[src/rtl/alu_pkg.sv]
// Shared definitions for the ALU and its arbitration wrapper.
// Latency: n/a (constants and types only).
// Backpressure: n/a.
package alu_pkg;

    // ALU opcodes
    localparam logic [2:0] OP_ADD = 3'd0;
    localparam logic [2:0] OP_SUB = 3'd1;
    localparam logic [2:0] OP_AND = 3'd2;
    localparam logic [2:0] OP_OR  = 3'd3;
    localparam logic [2:0] OP_XOR = 3'd4;
    localparam logic [2:0] OP_NOT = 3'd5;
    localparam logic [2:0] OP_NEG = 3'd6;
    localparam logic [2:0] OP_SHL = 3'd7;

    // Bit positions inside the 4-bit flag vector
    localparam int FLAG_C = 0;
    localparam int FLAG_O = 1;
    localparam int FLAG_Z = 2;
    localparam int FLAG_N = 3;

    // Requester ids
    localparam logic ID_A = 1'b0;
    localparam logic ID_B = 1'b1;

    // Response buffer occupancy
    typedef enum logic {
        BUF_EMPTY = 1'b0,
        BUF_FULL  = 1'b1
    } buf_state_t;

endpackage

[src/rtl/alu.sv]
// Purpose: 4-bit combinational ALU with carry/overflow/zero/negative flags.
// Latency: combinational. Backpressure: none (pure function of inputs).
// Ports: in1_i/in2_i operands, op_i opcode, out_o result, flags_o {n,z,o,c}.
module alu
    import alu_pkg::*;
(
    input  logic [3:0] in1_i,
    input  logic [3:0] in2_i,
    input  logic [2:0] op_i,
    output logic [3:0] out_o,
    output logic [3:0] flags_o
);

    logic [4:0] sum;
    logic [3:0] res;
    logic       c;
    logic       o;

    always_comb begin
        sum = 5'd0;
        res = 4'd0;
        c   = 1'b0;
        o   = 1'b0;
        case (op_i)
            OP_ADD: begin
                sum = {1'b0, in1_i} + {1'b0, in2_i};
                res = sum[3:0];
                c   = sum[4];
                o   = (in1_i[3] == in2_i[3]) && (res[3] != in1_i[3]);
            end
            OP_SUB: begin
                // c is the carry out of in1 + ~in2 + 1, i.e. 1 means "no borrow"
                sum = {1'b0, in1_i} + {1'b0, ~in2_i} + 5'd1;
                res = sum[3:0];
                c   = sum[4];
                o   = (in1_i[3] != in2_i[3]) && (res[3] != in1_i[3]);
            end
            OP_AND: res = in1_i & in2_i;
            OP_OR:  res = in1_i | in2_i;
            OP_XOR: res = in1_i ^ in2_i;
            OP_NOT: res = ~in1_i;
            OP_NEG: begin
                sum = {1'b0, ~in1_i} + 5'd1;
                res = sum[3:0];
                c   = sum[4];
                o   = (in1_i == 4'b1000);
            end
            OP_SHL: begin
                res = {in1_i[2:0], 1'b0};
                c   = in1_i[3];
                o   = in1_i[3] ^ in1_i[2];
            end
            default: res = 4'd0;
        endcase
    end

    assign out_o            = res;
    assign flags_o[FLAG_C]  = c;
    assign flags_o[FLAG_O]  = o;
    assign flags_o[FLAG_Z]  = (res == 4'd0);
    assign flags_o[FLAG_N]  = res[3];

endmodule

[src/rtl/rr_arb2.sv]
// Purpose: two-input round-robin grant; on a tie the input that did not win last gets it.
// Latency: combinational. Backpressure: none; caller decides whether the grant is consumed.
// Ports: req0_i/req1_i requests, last_i previous winner, gnt_vld_o any grant, gnt_id_o winner.
module rr_arb2 (
    input  logic req0_i,
    input  logic req1_i,
    input  logic last_i,
    output logic gnt_vld_o,
    output logic gnt_id_o
);

    always_comb begin
        gnt_vld_o = req0_i | req1_i;
        gnt_id_o  = 1'b0;
        if (req0_i && req1_i) begin
            gnt_id_o = ~last_i;
        end else if (req1_i) begin
            gnt_id_o = 1'b1;
        end
    end

endmodule

[src/rtl/alu_arbiter.sv]
// Purpose: shares one 4-bit alu between requesters A/B with round-robin grant and a 1-entry response buffer.
// Latency: result visible one cycle after acceptance; one op per cycle while rsp_ready is held high.
// Backpressure: buffer full and rsp_ready low -> both readies low, response outputs held stable.
// Ports: clk/reset (async active-high); a_*/b_* valid/ready requests with in1/in2/op;
//        rsp_valid/rsp_ready response handshake with rsp_id, rsp_out, rsp_flags.
// Option: define ALU_ARB_STATS_EN to add saturating a_grants/b_grants transfer counters.
module alu_arbiter
    import alu_pkg::*;
#(
    parameter int W     = 4,
    parameter int CNT_W = 8
) (
    input  logic          clk,
    input  logic          reset,
    input  logic          a_valid,
    output logic          a_ready,
    input  logic [W-1:0]  a_in1,
    input  logic [W-1:0]  a_in2,
    input  logic [2:0]    a_op,
    input  logic          b_valid,
    output logic          b_ready,
    input  logic [W-1:0]  b_in1,
    input  logic [W-1:0]  b_in2,
    input  logic [2:0]    b_op,
    output logic          rsp_valid,
    input  logic          rsp_ready,
    output logic          rsp_id,
    output logic [W-1:0]  rsp_out,
    output logic [3:0]    rsp_flags
`ifdef ALU_ARB_STATS_EN
    ,
    output logic [CNT_W-1:0] a_grants,
    output logic [CNT_W-1:0] b_grants
`endif
);

    if (W != 4) begin : g_bad_w
        $error("alu_arbiter: W must be 4 to match alu");
    end
    if (CNT_W < 1) begin : g_bad_cnt_w
        $error("alu_arbiter: CNT_W must be at least 1");
    end

    buf_state_t state_q, state_d;
    logic [W-1:0] rsp_out_q, rsp_out_d;
    logic [3:0]   rsp_flags_q, rsp_flags_d;
    logic         rsp_id_q, rsp_id_d;
    logic         last_grant_q, last_grant_d;

    logic         gnt_vld;
    logic         gnt_id;
    logic         can_accept;
    logic         xfer;
    logic [W-1:0] alu_in1;
    logic [W-1:0] alu_in2;
    logic [2:0]   alu_op;
    logic [W-1:0] alu_out;
    logic [3:0]   alu_flags;

    rr_arb2 u_arb (
        .req0_i    (a_valid),
        .req1_i    (b_valid),
        .last_i    (last_grant_q),
        .gnt_vld_o (gnt_vld),
        .gnt_id_o  (gnt_id)
    );

    // Drain and refill in the same cycle is allowed. Reset gating keeps the
    // readies quiet while the buffer is being held empty asynchronously.
    assign can_accept = (state_q == BUF_EMPTY) || rsp_ready;
    assign xfer       = gnt_vld && can_accept && !reset;
    assign a_ready    = xfer && (gnt_id == ID_A);
    assign b_ready    = xfer && (gnt_id == ID_B);

    assign alu_in1 = (gnt_id == ID_B) ? b_in1 : a_in1;
    assign alu_in2 = (gnt_id == ID_B) ? b_in2 : a_in2;
    assign alu_op  = (gnt_id == ID_B) ? b_op  : a_op;

    alu u_alu (
        .in1_i   (alu_in1),
        .in2_i   (alu_in2),
        .op_i    (alu_op),
        .out_o   (alu_out),
        .flags_o (alu_flags)
    );

    always_ff @(posedge clk or posedge reset) begin
        if (reset) begin
            state_q      <= BUF_EMPTY;
            rsp_out_q    <= '0;
            rsp_flags_q  <= '0;
            rsp_id_q     <= ID_A;
            last_grant_q <= ID_B;   // so A wins the first tie
        end else begin
            state_q      <= state_d;
            rsp_out_q    <= rsp_out_d;
            rsp_flags_q  <= rsp_flags_d;
            rsp_id_q     <= rsp_id_d;
            last_grant_q <= last_grant_d;
        end
    end

    always_comb begin
        state_d      = state_q;
        rsp_out_d    = rsp_out_q;
        rsp_flags_d  = rsp_flags_q;
        rsp_id_d     = rsp_id_q;
        last_grant_d = last_grant_q;
        case (state_q)
            BUF_EMPTY: begin
                if (xfer) begin
                    state_d = BUF_FULL;
                end
            end
            BUF_FULL: begin
                if (xfer) begin
                    state_d = BUF_FULL;
                end else if (rsp_ready) begin
                    state_d = BUF_EMPTY;
                end
            end
            default: state_d = BUF_EMPTY;
        endcase
        if (xfer) begin
            rsp_out_d    = alu_out;
            rsp_flags_d  = alu_flags;
            rsp_id_d     = gnt_id;
            last_grant_d = gnt_id;
        end
    end

    assign rsp_valid = (state_q == BUF_FULL);
    assign rsp_out   = rsp_out_q;
    assign rsp_flags = rsp_flags_q;
    assign rsp_id    = rsp_id_q;

`ifdef ALU_ARB_STATS_EN
    logic [CNT_W-1:0] a_grants_q, a_grants_d;
    logic [CNT_W-1:0] b_grants_q, b_grants_d;

    always_ff @(posedge clk or posedge reset) begin
        if (reset) begin
            a_grants_q <= '0;
            b_grants_q <= '0;
        end else begin
            a_grants_q <= a_grants_d;
            b_grants_q <= b_grants_d;
        end
    end

    // Saturating counters: stick at all-ones rather than wrap.
    always_comb begin
        a_grants_d = a_grants_q;
        b_grants_d = b_grants_q;
        if (a_ready && (a_grants_q != {CNT_W{1'b1}})) begin
            a_grants_d = a_grants_q + CNT_W'(1);
        end
        if (b_ready && (b_grants_q != {CNT_W{1'b1}})) begin
            b_grants_d = b_grants_q + CNT_W'(1);
        end
    end

    assign a_grants = a_grants_q;
    assign b_grants = b_grants_q;
`endif

endmodule

[config.mk]
export PLATFORM = sky130hd
export DESIGN_NAME = alu_arbiter
export DESIGN_NICKNAME = d
export VERILOG_FILES = /design/src/rtl/alu_pkg.sv /design/src/rtl/alu.sv /design/src/rtl/rr_arb2.sv /design/src/rtl/alu_arbiter.sv
export SDC_FILE = /design/constraint.sdc
export NUM_CORES = 1
export LEC_CHECK = 0
export CORE_MARGIN = 2
export CORE_UTILIZATION = 40
export CTS_CLUSTER_DIAMETER = 120
export CTS_CLUSTER_SIZE = 25
export DETAILED_ROUTE_END_ITERATION = 16
export PLACE_DENSITY = 0.69
export SLEW_MARGIN = 30
export SYNTH_ARGS = -nofsm -noshare
export SYNTH_HDL_FRONTEND = slang
export SYNTH_SLANG_ARGS = --single-unit
[constraint.sdc]
create_clock -name clk -period 3.9 [get_ports clk]
set_clock_uncertainty 0.1 [all_clocks]
set_input_delay 0.39 -clock clk [delete_from_list [all_inputs] [get_ports clk]]
set_output_delay 0.39 -clock clk [all_outputs]
set_load 0.02 [all_outputs]
==> results.md <==
* Type of the worst setup path: in2reg
* Multi-input gate area at 0.00123 mm²
* Synth unique cells at 57
* Die height at 67.9 µm
* Layout cells sized above 1 at 11.6%
* Final #Nets at 287
* Synth top area share at 13.8%
* Grt met1 use at 29.4%
* Min-delay worst type: in2async
* CTS root buf: clkbuf_8
* Leakage power at 0.924 nW
* Max-Cap Viols at 0
* Slew HR at 56.9%
* Hold WS at 0.338 ns
* CTS tree: built
* Prevailing post-synth register cell: dfrtp_1
* Drt first pass iters at 4
* Top cells by area, synth: dfrtp_1 14%, ha_1 11%, nand2_1 6.9%, inv_1 3.4%, nor2_1 3.2%
* Tightest Pin Transition at 0.634 ns
* Slowest CP cell: clkdlybuf4s50_1
* Max Slew Vio Count at 0
* Clock slew at reported path FFs at 0.05 ns
* Overall Global Routing Usage at 19.4%
* Area growth, synth to finish at 27.0%
* Fillers at 402
* Total grt overflow at 0
* Worst-path fanout max at 11
* Combinational power share at 60.9%
* Detailed-placement wirelength estimate at 3470 µm
* Startpoint types: primary input
* Syn Inst Count at 208
* Setup Total Neg Slack at 0 ns
* Max VDD drop at 0.170 mV
* Largest net degree at the start of global routing at 16
* Total CTS buffers at 3
* Yosys top cell by area: dfrtp_1
* Setup bufs post-CTS at 0
* Num rows at 23
* Flop pwr share at 22.1%
* Tmin final at 3.29 ns
* CTS H-Tree Depth at 1
* Status: completed
* Std-Cell Core Area at 0.00397 mm²
* Post-CTS Hold Buffers at 0
* Final cycle utilization of the critical path at 84.3%
* Most Crowded Layer GR: met2
* Design area at 0.00207 mm²
* Sw power at 0.261 mW
* Max Clk Rate at 304 MHz
* Worst-skew pair later-pin latency at 0.22 ns
* Clock buffer depth at 2
* CP arrival at 3.32 ns
* Initial antenna violation count at 0
* Sequential share of the synthesized area at 15.4%
* Residual DRC at 0
* Register bit total from synthesis at 10
* Routed WL per cell at 14.7 µm
* CP Cell Sequence: clkdlybuf4s50_1, a21boi_2, nand2_1, and2_1, ha_1, inv_1, a211o_1, nand3_1, o311a_1, o221ai_2, o41ai_2
* I/O pin cnt at 39
* Post-synth EDFFs at 0
* Async SR Flop Fraction at 100%
* Final Wtd Congestion at 0.896
* Switching portion of total power at 40.6%
* DR vias at 1592
* Met3 Track Usage GR at 2.30%
* Final setup viols at 0
* Clk sink count at 10
* Global Route met2 Usage at 30.5%
* Initial Utilization at 41.1%
* Detailed Route Iter0 Violations at 135
* Syn_nets at 252
* First-pass GRT wire length at 6870 µm
* Hold Fails Final Rpt at 0
* RSZ-0062 raised after global routing: false
* Final Util at 52.2%
* YS warnings at 0
* Syn Area/Cell at 7.85 µm²
* IO Port Bufs at 38
* Antenna cells at 0
* Required time of the critical path at 3.93 ns
* Horiz. Die Dim at 67.9 µm
* Critical path's largest stage delay at 0.49 ns
* Reg area at 251 µm²
* Post-synth top cells: 30 x nand2_1, 15 x ha_1, 15 x inv_1
* Routed Wire Length at 4290 µm
* Power Density at 310 mW/mm²
* Clock share of power at 17.0%
* Die ar. at 0.00461 mm²
* Vias/cell at 5.45
* DP Area at 0.00203 mm²
* Crit end category: register
* Vias in the first global route at 1418
* Synth Cell Area at 0.00163 mm²
* Int Pwr at 0.382 mW
* Resized Gates After CTS at 0
* Post-DRT Antenna Nets at 0
* Count leader, synth: nand2_1
[routing by layer]
metal	up-vias	routed length, µm
met5	-	0
met4	0	17
met3	2	314
met2	54	1930
met1	743	2030
li1	793	-
[critical path, delay by kind of cell]
kind            cells  cell delay, ns
fa+ha+maj           1            0.46
buf+inv             2            0.62
compound gates      5            1.43
simple gates        3            0.42
[per-stage QoR]
step	total power, mW	setup slack [ns]	std cells
finish	0.643	0.612	292
floorplan	0.405	0.941	208
global placement	0.531	0.441	288
CTS	0.648	0.610	292
detailed placement	0.535	0.400	288
global route	0.690	0.379	292
[state kept, by name (all words and copies together) (netlist names)]
signal and cells:
last_grant_q 1, rsp_valid 1, rsp_id 1, rsp_flags 3, rsp_out 4
[final timing paths]
path	cells past startpoint	start	slack, ns	end
worst max-delay path	11	b_valid	0.61	rsp_flags[2]
worst min-delay path	3	reset	0.34	rsp_out[3]
worst max register to register	10	last_grant_q	0.86	rsp_flags[2]
worst min register to register	1	rsp_id	0.38	rsp_id
max in group asynchronous	3	reset	3.13	last_grant_q
min in group clk	1	rsp_id	0.38	rsp_id
[power by group through the flow]
stage	registers [mW]	clock network [mW]	logic, mW
after floorplan	0.168	0	0.237
after global placement	0.143	0	0.388
after detailed placement	0.144	0	0.391
after CTS	0.142	0.113	0.393
after global routing	0.144	0.116	0.429
final	0.142	0.109	0.391
[logic make-up after synthesis]
logic type | share of synthesized area [%]
compound gates | 24.4
xor+xnor | 4.29
fa+ha+maj | 13.9
buf+inv | 9.35
flops | 15.4
mux | 10.0
simple gates | 22.5
[layout make-up]
class / count / share of cell area, %
Clock buffer: 4 / 2.17
Timing Repair Buffer: 44 / 20.5
Tap cell: 50 / 3.02
Sequential cell: 10 / 12.1
Multi-Input combinational cell: 168 / 59.3
Inverter: 16 / 2.90
[placed cells by master, fill, tap and decap left out, drive strengths merged, types with 2 or more instances in the layout]
master	netlist	final
a211o	2	2
xnor2	4	4
mux2	5	5
dfrtp	9	9
mux2i	8	8
nand2	30	30
o211ai	2	2
a21oi	10	10
ha	15	15
nand2b	6	6
buf	8	6
nor3	6	6
a221oi	2	2
nand3	7	7
nor2	15	15
and2	4	4
fa	2	2
a211oi	3	3
xor2	4	4
inv	16	16
a31oi	4	4
o21ai	9	9
nor2b	6	6
a21o	5	5
o311a	2	2
clkbuf	6	4
clkdlybuf4s50	0	38
No activity file was read; power rests on OpenSTA's default activity.
==> edit: new RTL, same settings <==
The option `ALU_ARB_STATS_EN` is turned on by a define.
--- a/src/rtl/alu_arbiter.sv
+++ b/src/rtl/alu_arbiter.sv
@@ -4,6 +4,8 @@
 // Ports: clk/reset (async active-high); a_*/b_* valid/ready requests with in1/in2/op;
 //        rsp_valid/rsp_ready response handshake with rsp_id, rsp_out, rsp_flags.
 // Option: define ALU_ARB_STATS_EN to add saturating a_grants/b_grants transfer counters.
+`define ALU_ARB_STATS_EN
+
 module alu_arbiter
     import alu_pkg::*;
 #(
Check against the original RTL (old outputs only; new: a_grants and b_grants): equivalent (Yosys induction, for registers that start in step).
==> edit against the original RTL <==
  * Cell area is 40% higher
  * Routed wire length is 33% higher
  * Power is 88% higher
  * Clock power is 54% higher
  * Sequential cell count is 16 higher
  * Worst setup slack worse by 0.026 ns
  * Synthesized area is 36% higher
  * Hold slack better by 0.058 ns
  * Critical path type unchanged
==> edit: results (changes against the original RTL) <==
placed inst area=2850 µm² (+40%); first-pass GRT wire length=9410 µm (+37%); placer congestion estimate=0.995 (+11%); fin nets=349 (+22%); sw frac=39.1% (-1.5 points); Critical Path AT=3.39 ns (+0.07 ns); register area share after synthesis=29.4% (+14 points); Via density=5.39 (-1.1%); layout cells sized above 1=8.61% (-3.0 points); Post-CTS Setup Bufs=0 (unchanged); clk slew on worst S/H paths=0.08 ns (+0.03 ns); met2 Usage GRT=28.8% (-1.7 points); met3 Use GR=4.02% (+1.7 points); Initial DRC Count=151 (+12%); average wire per standard cell=15.2 µm (+3.5%); detailed placement HPWL=4410 µm (+27%); peak supply drop=0.000407 V (+140%); GRT Total Usage=19.2% (-0.28 points); vias in the first global route=1931 (+36%); Leakage Power=1.28 nW (+39%); worst slack at placement=0.321 ns (-0.0788 ns); synth unique cells=56 (-1.8%); FF-to-FF setup slack=0.75 ns (-0.11 ns); global routing usage on met1=28.5% (-0.89 points); buffers added on ports=54 (+42%); ranking of synthesized cells by area=dfrtp_1 (28%), ha_1 (9.6%), nand2_1 (6.6%); worst r2r path cells=9 (-1); status=finished, final reports clean; Post-Syn Nets=293 (+16%); largest net degree at the start of global routing=27 (+11); worst skew pair latency=0.26 ns (+0.04 ns); most frequent cells after synthesis=nand2_1 (39), dfrtp_1 (25), ha_1 (17); worst-margin pin slew=0.704 ns (+0.0699 ns)
## edit: cell count changes in the layout (fill, tap and decap cells not counted), moves of 5 or more
cell,delta
clkdlybuf4s50_1,+16
dfrtp_1,+16
xnor2_1,+10
nand2_1,+9
mux2i_1,+6
nand4_1,+5
## edit: power groups by stage
stage	Clock, mW	Combinational, mW	Sequential (mW)
after detailed placement	0	0.623	0.425
final	0.168	0.622	0.420
after CTS	0.174	0.625	0.421
after global routing	0.187	0.676	0.434
after floorplan	0	0.285	0.501
after global placement	0	0.615	0.425
## edit: worst max-delay path by stage
| stage | start | end | slack, ns | depth (start not counted) |
|---|---|---|---|---|
| after floorplan | b_valid | rsp_flags[2] | 0.84 | 11 |
| after global placement | b_valid | rsp_flags[2] | 0.38 | 10 |
| after detailed placement | b_valid | rsp_flags[2] | 0.32 | 10 |
| after CTS | b_valid | rsp_flags[2] | 0.59 | 10 |
| after global routing | b_valid | rsp_flags[2] | 0.35 | 10 |
| final | b_valid | rsp_flags[2] | 0.59 | 10 |
## edit: layout make-up
| type | count | area [µm²] |
|---|---|---|
| clock buffer | 4 | 55.1 |
| fill | 518 | 2540 |
| inverter | 13 | 48.8 |
| multi-input combinational | 199 | 1470 |
| sequential | 26 | 652 |
| tap | 72 | 90.1 |
| timing repair buffer | 60 | 586 |
## edit: cells by family after synthesis
| kind of cell | synth area share [%] |
|---|---|
| adders and majority gates | 11.4 |
| xor gates and xnor gates | 8.70 |
| muxes | 8.70 |
| DFF | 29.4 |
| and+or+nand+nor | 19.7 |
| AOI/OAI and AO/OA | 17.7 |
| buffers and inverters | 4.41 |
## edit: per-stage QoR
| step | hold slack (ns) | cells | utilization, % |
|---|---|---|---|
| 3_5_place_dp | 0.365 | 370 | 52.3 |
| 4_1_cts | 0.406 | 374 | 53.3 |
| 5_1_grt | 0.430 | 374 | 53.3 |
| 3_3_place_gp | 0.358 | 370 | 52.3 |
| 6_report | 0.397 | 374 | 53.3 |
| 2_1_floorplan | 0.329 | 247 | - |
## edit: per-layer routing
| layer | part of all wire (%) | routed length [µm] | vias to the layer above |
|---|---|---|---|
| li1 | - | - | 986 |
| met1 | 48 | 2760 | 955 |
| met2 | 44 | 2500 | 71 |
| met3 | 6.6 | 377 | 4 |
| met4 | 0.95 | 54 | 0 |
| met5 | 0 | 0 | - |
